`config.mk`:
```
export PLATFORM = sky130hd
export DESIGN_NAME = rom_read_arbiter_flat
export DESIGN_NICKNAME = d
export VERILOG_FILES = /design/src/rtl/rom_read_arbiter_if.sv /design/src/rtl/rom_read_arbiter.sv /design/src/flat_wrapper.sv
export SDC_FILE = /design/constraint.sdc
export NUM_CORES = 1
export LEC_CHECK = 0
export BUFFER_PORTS_ARGS = -buffer_cell sky130_fd_sc_hd__buf_2
export CAP_MARGIN = 20
export CORE_UTILIZATION = 37
export CTS_BUF_LIST = sky130_fd_sc_hd__clkbuf_8 sky130_fd_sc_hd__clkbuf_16
export DETAILED_ROUTE_END_ITERATION = 8
export GPL_ROUTABILITY_DRIVEN = 0
export PLACE_DENSITY_LB_ADDON = 0.15
export REMOVE_ABC_BUFFERS = 1
export SYNTH_ARGS = -nofsm -noshare
export SYNTH_HDL_FRONTEND = slang
export SYNTH_SLANG_ARGS = --single-unit
```
`constraint.sdc`:
```
create_clock -name clk_rom_clk -period 1.4 [get_ports clk_rom_clk]
set_clock_uncertainty 0.2 [all_clocks]
set_input_delay 0.07 -clock clk_rom_clk [delete_from_list [all_inputs] [get_ports clk_rom_clk]]
set_output_delay 0.07 -clock clk_rom_clk [all_outputs]
set_load 0.01 [all_outputs]
```
`src/rtl/rom_read_arbiter_if.sv`:
```
// rtl/rom_read_arbiter_if.sv - requester-side request/response bundle of the ROM read arbiter
interface rom_read_arbiter_if #(
    parameter int NUM_REQ = 2,
    parameter int ADDR_W  = 10,
    parameter int DATA_W  = 32
);
    logic [NUM_REQ-1:0]        req_valid;
    logic [NUM_REQ*ADDR_W-1:0] req_addr;
    logic [NUM_REQ-1:0]        req_ready;
    logic [NUM_REQ-1:0]        rsp_valid;
    logic [DATA_W-1:0]         rsp_data;

    modport master (
        output req_valid, req_addr,
        input  req_ready, rsp_valid, rsp_data
    );

    modport slave (
        input  req_valid, req_addr,
        output req_ready, rsp_valid, rsp_data
    );
endinterface

```
`src/rtl/rom_read_arbiter.sv`:
```
// rtl/rom_read_arbiter.sv - shares one fixed-latency ROM read port between NUM_REQ requesters
// Optional ROM_ARB_FIXED_PRIO_EN: fixed lowest-index priority instead of round-robin.
module rom_read_arbiter #(
    parameter int NUM_REQ      = 2,
    parameter int ADDR_W       = 10,
    parameter int DATA_W       = 32,
    parameter int READ_LATENCY = 1
) (
    input  logic                clk_rom_clk,
    input  logic                rst_rom_reset,
    rom_read_arbiter_if.slave   req_bus,
    input  logic                pause_req,
    output logic                pause_ack,
    output logic [ADDR_W-1:0]   rom_address,
    output logic                rom_chipselect,
    output logic                rom_clken,
    output logic                rom_write,
    output logic [DATA_W-1:0]   rom_writedata,
    output logic [DATA_W/8-1:0] rom_byteenable,
    output logic                rom_debugaccess,
    input  logic [DATA_W-1:0]   rom_readdata
);
    localparam int ID_W = (NUM_REQ > 1) ? $clog2(NUM_REQ) : 1;

    typedef enum logic [1:0] {RUN, DRAIN, PAUSED} state_t;

    state_t                 state;
    state_t                 state_nxt;
    logic                   grant_any;
    logic [ID_W-1:0]        grant_idx;
    logic                   accept;
    logic                   in_flight_zero;
    logic [READ_LATENCY-1:0] tag_valid;
    logic [ID_W-1:0]        tag_id [READ_LATENCY];

`ifdef ROM_ARB_FIXED_PRIO_EN
    always_comb begin
        grant_any = 1'b0;
        grant_idx = '0;
        for (int i = NUM_REQ - 1; i >= 0; i--) begin
            if (req_bus.req_valid[i]) begin
                grant_any = 1'b1;
                grant_idx = ID_W'(i);
            end
        end
    end
`else
    logic [ID_W-1:0] rr_ptr;

    // Scan from farthest to nearest so the requester closest after rr_ptr wins.
    always_comb begin
        grant_any = 1'b0;
        grant_idx = '0;
        for (int k = NUM_REQ; k >= 1; k--) begin
            if (req_bus.req_valid[(int'(rr_ptr) + k) % NUM_REQ]) begin
                grant_any = 1'b1;
                grant_idx = ID_W'((int'(rr_ptr) + k) % NUM_REQ);
            end
        end
    end

    always_ff @(posedge clk_rom_clk) begin
        if (rst_rom_reset) begin
            rr_ptr <= ID_W'(NUM_REQ - 1);
        end else if (accept) begin
            rr_ptr <= grant_idx;
        end
    end
`endif

    assign accept = grant_any && (state == RUN) && !pause_req && !rst_rom_reset;

    always_comb begin
        req_bus.req_ready = '0;
        if (accept) begin
            req_bus.req_ready[grant_idx] = 1'b1;
        end
    end

    assign rom_chipselect  = accept;
    assign rom_address     = accept ? req_bus.req_addr[int'(grant_idx)*ADDR_W +: ADDR_W] : '0;
    assign rom_clken       = ~rst_rom_reset;
    assign rom_write       = 1'b0;
    assign rom_writedata   = '0;
    assign rom_byteenable  = '1;
    assign rom_debugaccess = 1'b0;

    // Tag pipeline: the last stage lines up with rom_readdata for the same read.
    always_ff @(posedge clk_rom_clk) begin
        if (rst_rom_reset) begin
            tag_valid <= '0;
            for (int i = 0; i < READ_LATENCY; i++) begin
                tag_id[i] <= '0;
            end
        end else begin
            tag_valid[0] <= accept;
            tag_id[0]    <= grant_idx;
            for (int i = 1; i < READ_LATENCY; i++) begin
                tag_valid[i] <= tag_valid[i-1];
                tag_id[i]    <= tag_id[i-1];
            end
        end
    end

    assign in_flight_zero = ~|tag_valid;

    always_ff @(posedge clk_rom_clk) begin
        if (rst_rom_reset) begin
            req_bus.rsp_valid <= '0;
            req_bus.rsp_data  <= '0;
        end else begin
            req_bus.rsp_valid <= tag_valid[READ_LATENCY-1]
                               ? (NUM_REQ'(1) << tag_id[READ_LATENCY-1]) : '0;
            if (tag_valid[READ_LATENCY-1]) begin
                req_bus.rsp_data <= rom_readdata;
            end
        end
    end

    always_ff @(posedge clk_rom_clk) begin
        if (rst_rom_reset) begin
            state <= RUN;
        end else begin
            state <= state_nxt;
        end
    end

    always_comb begin
        state_nxt = state;
        pause_ack = 1'b0;
        case (state)
            RUN:     if (pause_req) state_nxt = DRAIN;
            DRAIN: begin
                if (!pause_req)          state_nxt = RUN;
                else if (in_flight_zero) state_nxt = PAUSED;
            end
            PAUSED: begin
                pause_ack = 1'b1;
                if (!pause_req) state_nxt = RUN;
            end
            default: state_nxt = RUN;
        endcase
    end
endmodule

```
`src/flat_wrapper.sv`:
```
// flat-port wrapper written by rule: the top's interface ports become plain ports
module rom_read_arbiter_flat 
#(
    parameter int NUM_REQ      = 2,
    parameter int ADDR_W       = 10,
    parameter int DATA_W       = 32,
    parameter int READ_LATENCY = 1
)
  (clk_rom_clk, rst_rom_reset, pause_req, pause_ack, rom_address, rom_chipselect, rom_clken, rom_write, rom_writedata, rom_byteenable, rom_debugaccess, rom_readdata, req_bus_req_valid, req_bus_req_addr, req_bus_req_ready, req_bus_rsp_valid, req_bus_rsp_data);
  rom_read_arbiter_if #(.NUM_REQ(NUM_REQ), .ADDR_W(ADDR_W), .DATA_W(DATA_W)) req_bus_i ();
  input  logic clk_rom_clk;
  input  logic rst_rom_reset;
  input  logic pause_req;
  output logic pause_ack;
  output logic [ADDR_W-1:0] rom_address;
  output logic rom_chipselect;
  output logic rom_clken;
  output logic rom_write;
  output logic [DATA_W-1:0] rom_writedata;
  output logic [DATA_W/8-1:0] rom_byteenable;
  output logic rom_debugaccess;
  input  logic [DATA_W-1:0] rom_readdata;
  input wire logic [$bits(req_bus_i.req_valid)-1:0] req_bus_req_valid;
  input wire logic [$bits(req_bus_i.req_addr)-1:0] req_bus_req_addr;
  output wire logic [$bits(req_bus_i.req_ready)-1:0] req_bus_req_ready;
  output wire logic [$bits(req_bus_i.rsp_valid)-1:0] req_bus_rsp_valid;
  output wire logic [$bits(req_bus_i.rsp_data)-1:0] req_bus_rsp_data;
  assign req_bus_i.req_valid = req_bus_req_valid;
  assign req_bus_i.req_addr = req_bus_req_addr;
  assign req_bus_req_ready = req_bus_i.req_ready;
  assign req_bus_rsp_valid = req_bus_i.rsp_valid;
  assign req_bus_rsp_data = req_bus_i.rsp_data;
  rom_read_arbiter #(.NUM_REQ(NUM_REQ), .ADDR_W(ADDR_W), .DATA_W(DATA_W), .READ_LATENCY(READ_LATENCY)) u_core (.clk_rom_clk(clk_rom_clk), .rst_rom_reset(rst_rom_reset), .req_bus(req_bus_i), .pause_req(pause_req), .pause_ack(pause_ack), .rom_address(rom_address), .rom_chipselect(rom_chipselect), .rom_clken(rom_clken), .rom_write(rom_write), .rom_writedata(rom_writedata), .rom_byteenable(rom_byteenable), .rom_debugaccess(rom_debugaccess), .rom_readdata(rom_readdata));
endmodule
```
Yosys cells after proc, flatten, opt, wreduce, memory -nomap -nowiden --
Memories as Yosys holds them, arrays and structs flattened. Cells that the tools add are included.
Cells by class: $add $sub $neg 2, muxes and demuxes 25, shift operators 2, order comparisons 4, equal/unequal tests 5, multipliers 1, reduce and logical (&&, ||, !) cells 10, bitwise operators 4
Operator list (count):
- $shiftx 20x32->10 | 1
- $mux 1 | 17
- $mux 10 | 1
- $mux 2 | 5
- $lt 2x3->1 const B | 2
- $pmux 2 s3 | 1
- $logic_and 1x1->1 | 4
- $mul 1x3->4 const B | 1
- $ne 2x2->1 const B | 2
- $ne 3x3->1 const B | 1
- $reduce_and 3->1 | 1
- $add 1x1->1 const B | 2
- $and 1x1->1 const A | 2
- $eq 2x1->1 const B | 1
- $eq 2x2->1 const B | 1
- $logic_not 1->1 | 2
- $logic_not 2->1 | 1
- $lt 1x2->1 const B | 1
- $not 1->1 | 2
- $reduce_or 2->1 | 1
- $shl 1x1->2 const A | 1
- $demux 1 s1 | 1
- $ge 1x1->1 const B | 1
- $reduce_or 1->1 | 1
Storage, ports and cells: bits of input ports 57, output and inout bits 87, memories 1, register bits after elaboration 38, memory bits (writable) 1
Memory list:
- u_core.tag_id | depth 1, width 1, rd ports 1, clocked after memory_dff 0, write ports 1, line rom_read_arbiter.sv:34 | logic [ID_W-1:0] tag_id [READ_LATENCY];

Longest topological paths before layout --
word-level depth 12, gate-level depth with buffers 5, mapped depth without buffers 3

Worst setup path before layout --
OpenSTA, ideal clock, no wires.
path kind register to output, start reg u_core.state[0], end out rom_address[0], path slack 0.159 ns, arrival time 0.971 ns, cell stages (with the launch flop) 5, buffers on the path 1, path through dfxtp_1 nor3_4 o211ai_4 buf_6 a21oi_2
On the way: word-level cells in the longest chain between the ends 5
RTL lines:
- start, declared | line rom_read_arbiter.sv:27 | state_t state;
- start signal, assigned | line rom_read_arbiter.sv:124 | state <= state_nxt;
- $logic_not 2->1 | line rom_read_arbiter.sv:71 | assign accept = grant_any && (state == RUN) && !pause_req && !rst_rom_reset;
- $logic_and 1x1->1 (3 in a row) | line rom_read_arbiter.sv:71
- $mux 10 | line rom_read_arbiter.sv:81 | assign rom_address = accept ? req_bus.req_addr[int'(grant_idx)*ADDR_W +: ADDR_W] : '0;
- end, declared | line flat_wrapper.sv:15 | output logic [ADDR_W-1:0] rom_address;
Every way passes these cells.

Worst setup path in the final report --
start reg u_core.state[1], end out rom_address[7]
The elaborated chain is that of the path after synthesis.

==> results_dict.tcl <==
set metrics [dict create \
    violations "setup timing" \
    fin_crit_ps 1630 \
    r2r_cells 5 \
    finalSetupViolations 13 \
    die_area_um2 5410 \
    drive_above_1_share 0.407 \
    routed_via_density 4.17 \
    worstPathRequired_ps 1130 \
    cts_max_level 2 \
    grt_max_degree 35 \
    drtPass1Iterations 4 \
    die_w_um 73.6 \
    row_count 25 \
    peakVddDrop_mv 0.373 \
    wire_per_inst_um 11.3 \
    min_to "u_core.rr_ptr" \
    synth_edf_count 0 \
    finalWorstSetupSlack_ps -227 \
    holdWs_ps 22.3 \
    synth.distinct_cells 24 \
    clockRootBuffer "clkbuf_8" \
    final_antenna_net_count 0 \
    synth_area_um2 1900 \
    yosys_warnings 0 \
    utilization 0.595 \
    crit_path_cell_trace "nor3_4 > o211ai_4 > buf_6 > a21oi_2 > buf_2" \
    cap_viol_max_count 0 \
    grt_pass1_vias 1612 \
    yosysSeqAreaShare 0.412 \
    areaGrowthSynthToFinish_pct 51.2 \
    min_from "req_bus_req_valid[0]" \
    slew_violations 0 \
    critPathArrivalTime_ps 1360 \
    core_region_area_um2 4820 \
    grt_pass1_wl_um 7040 \
    synth_seq_cells 39 \
    r2r_start "u_core.state[1]" \
    drt_iter0_drc 69 \
    status "complete, but fails checks" \
    synth_commonest_cells "buf_4, dfxtp_1, nor2_1, mux2i_1, nand2_1" \
    synth.top_cell.area_share 0.412 \
    route.detailed.drc 0 \
    synth_area_leaders "dfxtp_1, mux2i_1, buf_4, nor2_1, nand2_1" \
    cpMaxStageDelayCell "dfxtp_2" \
    dp_hpwl_um 3020 \
    fin_cells 416 \
    fmax_ghz 0.615 \
    clock_sinks 39 \
    dp.cells 369 \
    routed_wl_um 4720 \
    yosysTopAreaCell "dfxtp_1" \
    r2r_end "u_core.tag_valid" \
    portBuffers 105 \
    nets 405 \
    dieHeight_um 73.6 \
    syn_area_per_cell_um2 9.25 \
    post-route-period-util 1.16 \
    leakage_nw 1.46 \
    max_stage_delay_ps 350 \
    synthCells 205 \
    cellPowerDensity_nw_per_um2 931 \
    cts_tree "yes" \
    hold_depth 3 \
    antenna_found_initial 1 \
    start_kind "register" \
    io_pins 144 \
    initial_core_util 0.394 \
    clkSlewWorstSetupHoldPaths_ps 70 \
    grt.overflow.total 0 \
    timing.reg2reg.setup_slack_ps 140 \
    ctsLongestPathBuffers 2 \
    track_usage 0.170 \
    rsz0062_at_grt "yes" \
    clock_latency_ps 280 \
    pre_cts_slack_ps -15.2 \
    cp-end-kind "primary output" \
    crit_type "reg -> out" \
    diodes 0 \
    fin_tns_setup_ps -2730 \
    num_vias 1734 \
    worstPathMaxFanout 7 \
    hold_path_class "in -> reg" \
    async_flop_share 0 \
    synth_ff_type "dfxtp_1" \
    numCtsBuffers 5 \
    finalHoldViolCount 0 \
    synth.most_common_cell "buf_4" \
]
[cell type report]
| cell class | count | area [um2] |
|---|---|---|
| Multi-Input combinational cell | 150 | 891 |
| Clock inverter | 2 | 35.0 |
| Timing Repair Buffer | 149 | 978 |
| Sequential cell | 39 | 783 |
| Tap cell | 67 | 83.8 |
| Inverter | 3 | 11.3 |
| Clock buffer | 6 | 82.6 |
| Fill cell | 451 | 1950 |
[metal layers]
metal  wire [um]  GRT usage  share of wire  vias up
met4          57     0.0705          0.012        2
li1            -          -              -      865
met5          19          0         0.0040        -
met2        2380      0.323           0.50       99
met1        1880      0.185           0.40      761
met3         376     0.0288          0.080        7
[worst max-delay path by stage]
stage	start	endpoint
floorplan	u_core.tag_valid	u_core.state[1]
global placement	u_core.state[0]	rom_address[2]
detailed placement	u_core.state[0]	rom_address[4]
CTS	u_core.state[1]	rom_address[4]
global route	u_core.state[1]	rom_address[7]
finish	u_core.state[1]	rom_address[7]
[through the flow]
stage	instance area, um2	power, mW
2_1_floorplan	1670	1.44
3_3_place_gp	2330	1.63
3_5_place_dp	2330	1.63
4_1_cts	2870	2.70
5_1_grt	2870	2.79
6_report	2870	2.67
[flip-flops by register name, summed over array words and instances (netlist names)]
name,cells
u_core.tag_valid,1
u_core.state,2
u_core.req_bus.rsp_data,32
u_core.tag_id,1
u_core.req_bus.rsp_valid,2
u_core.rr_ptr,1
[power by group]
| group | internal, mW | switching, mW |
|---|---|---|
| combinational | 0.264 | 0.260 |
| sequential | 1.16 | 0.0297 |
| clock | 0.577 | 0.380 |
[logic make-up (layout without fill, tap and decap cells)]
family | count (synthesis) | after routing | share of synthesized area
and+or+nand+nor | 64 | 64 | 0.145
buffers and inverters | 52 | 160 | 0.199
DFF | 39 | 39 | 0.412
muxes | 32 | 32 | 0.169
AOI/OAI and AO/OA | 16 | 16 | 0.0713
other | 2 | 38 | 0.00396
[layout by cell type (no fill, tap or decap), types with 2 or more instances in the layout]
| cell type | instances |
|---|---|
| a21oi_1 | 2 |
| a21oi_2 | 9 |
| and3_1 | 2 |
| buf_12 | 2 |
| buf_2 | 104 |
| buf_4 | 6 |
| buf_6 | 2 |
| clkbuf_8 | 6 |
| conb_1 | 38 |
| dfxtp_1 | 37 |
| dfxtp_2 | 2 |
| dlygate4sd3_1 | 35 |
| inv_2 | 2 |
| mux2i_1 | 32 |
| nand2_1 | 21 |
| nor2_1 | 33 |
| nor2_2 | 2 |
| nor2b_1 | 3 |
[worst max-delay path: cells and delay by family (launching register included)]
family / cells / cell delay [ps]
AOI/OAI and AO/OA: 2 / 220
buffers and inverters: 2 / 290
DFF: 1 / 350
and+or+nand+nor: 1 / 210
[timing repair]
item | in CTS | in global routing
hold buffers | 35 | 0
setup endpoints to repair | 13 | 13
pin swaps | 4 | 0
setup buffers | 4 | 0
endpoints found under the hold margin | 36 | 0
gates resized for setup | 8 | 0
Power figures use the tool's default switching activity.
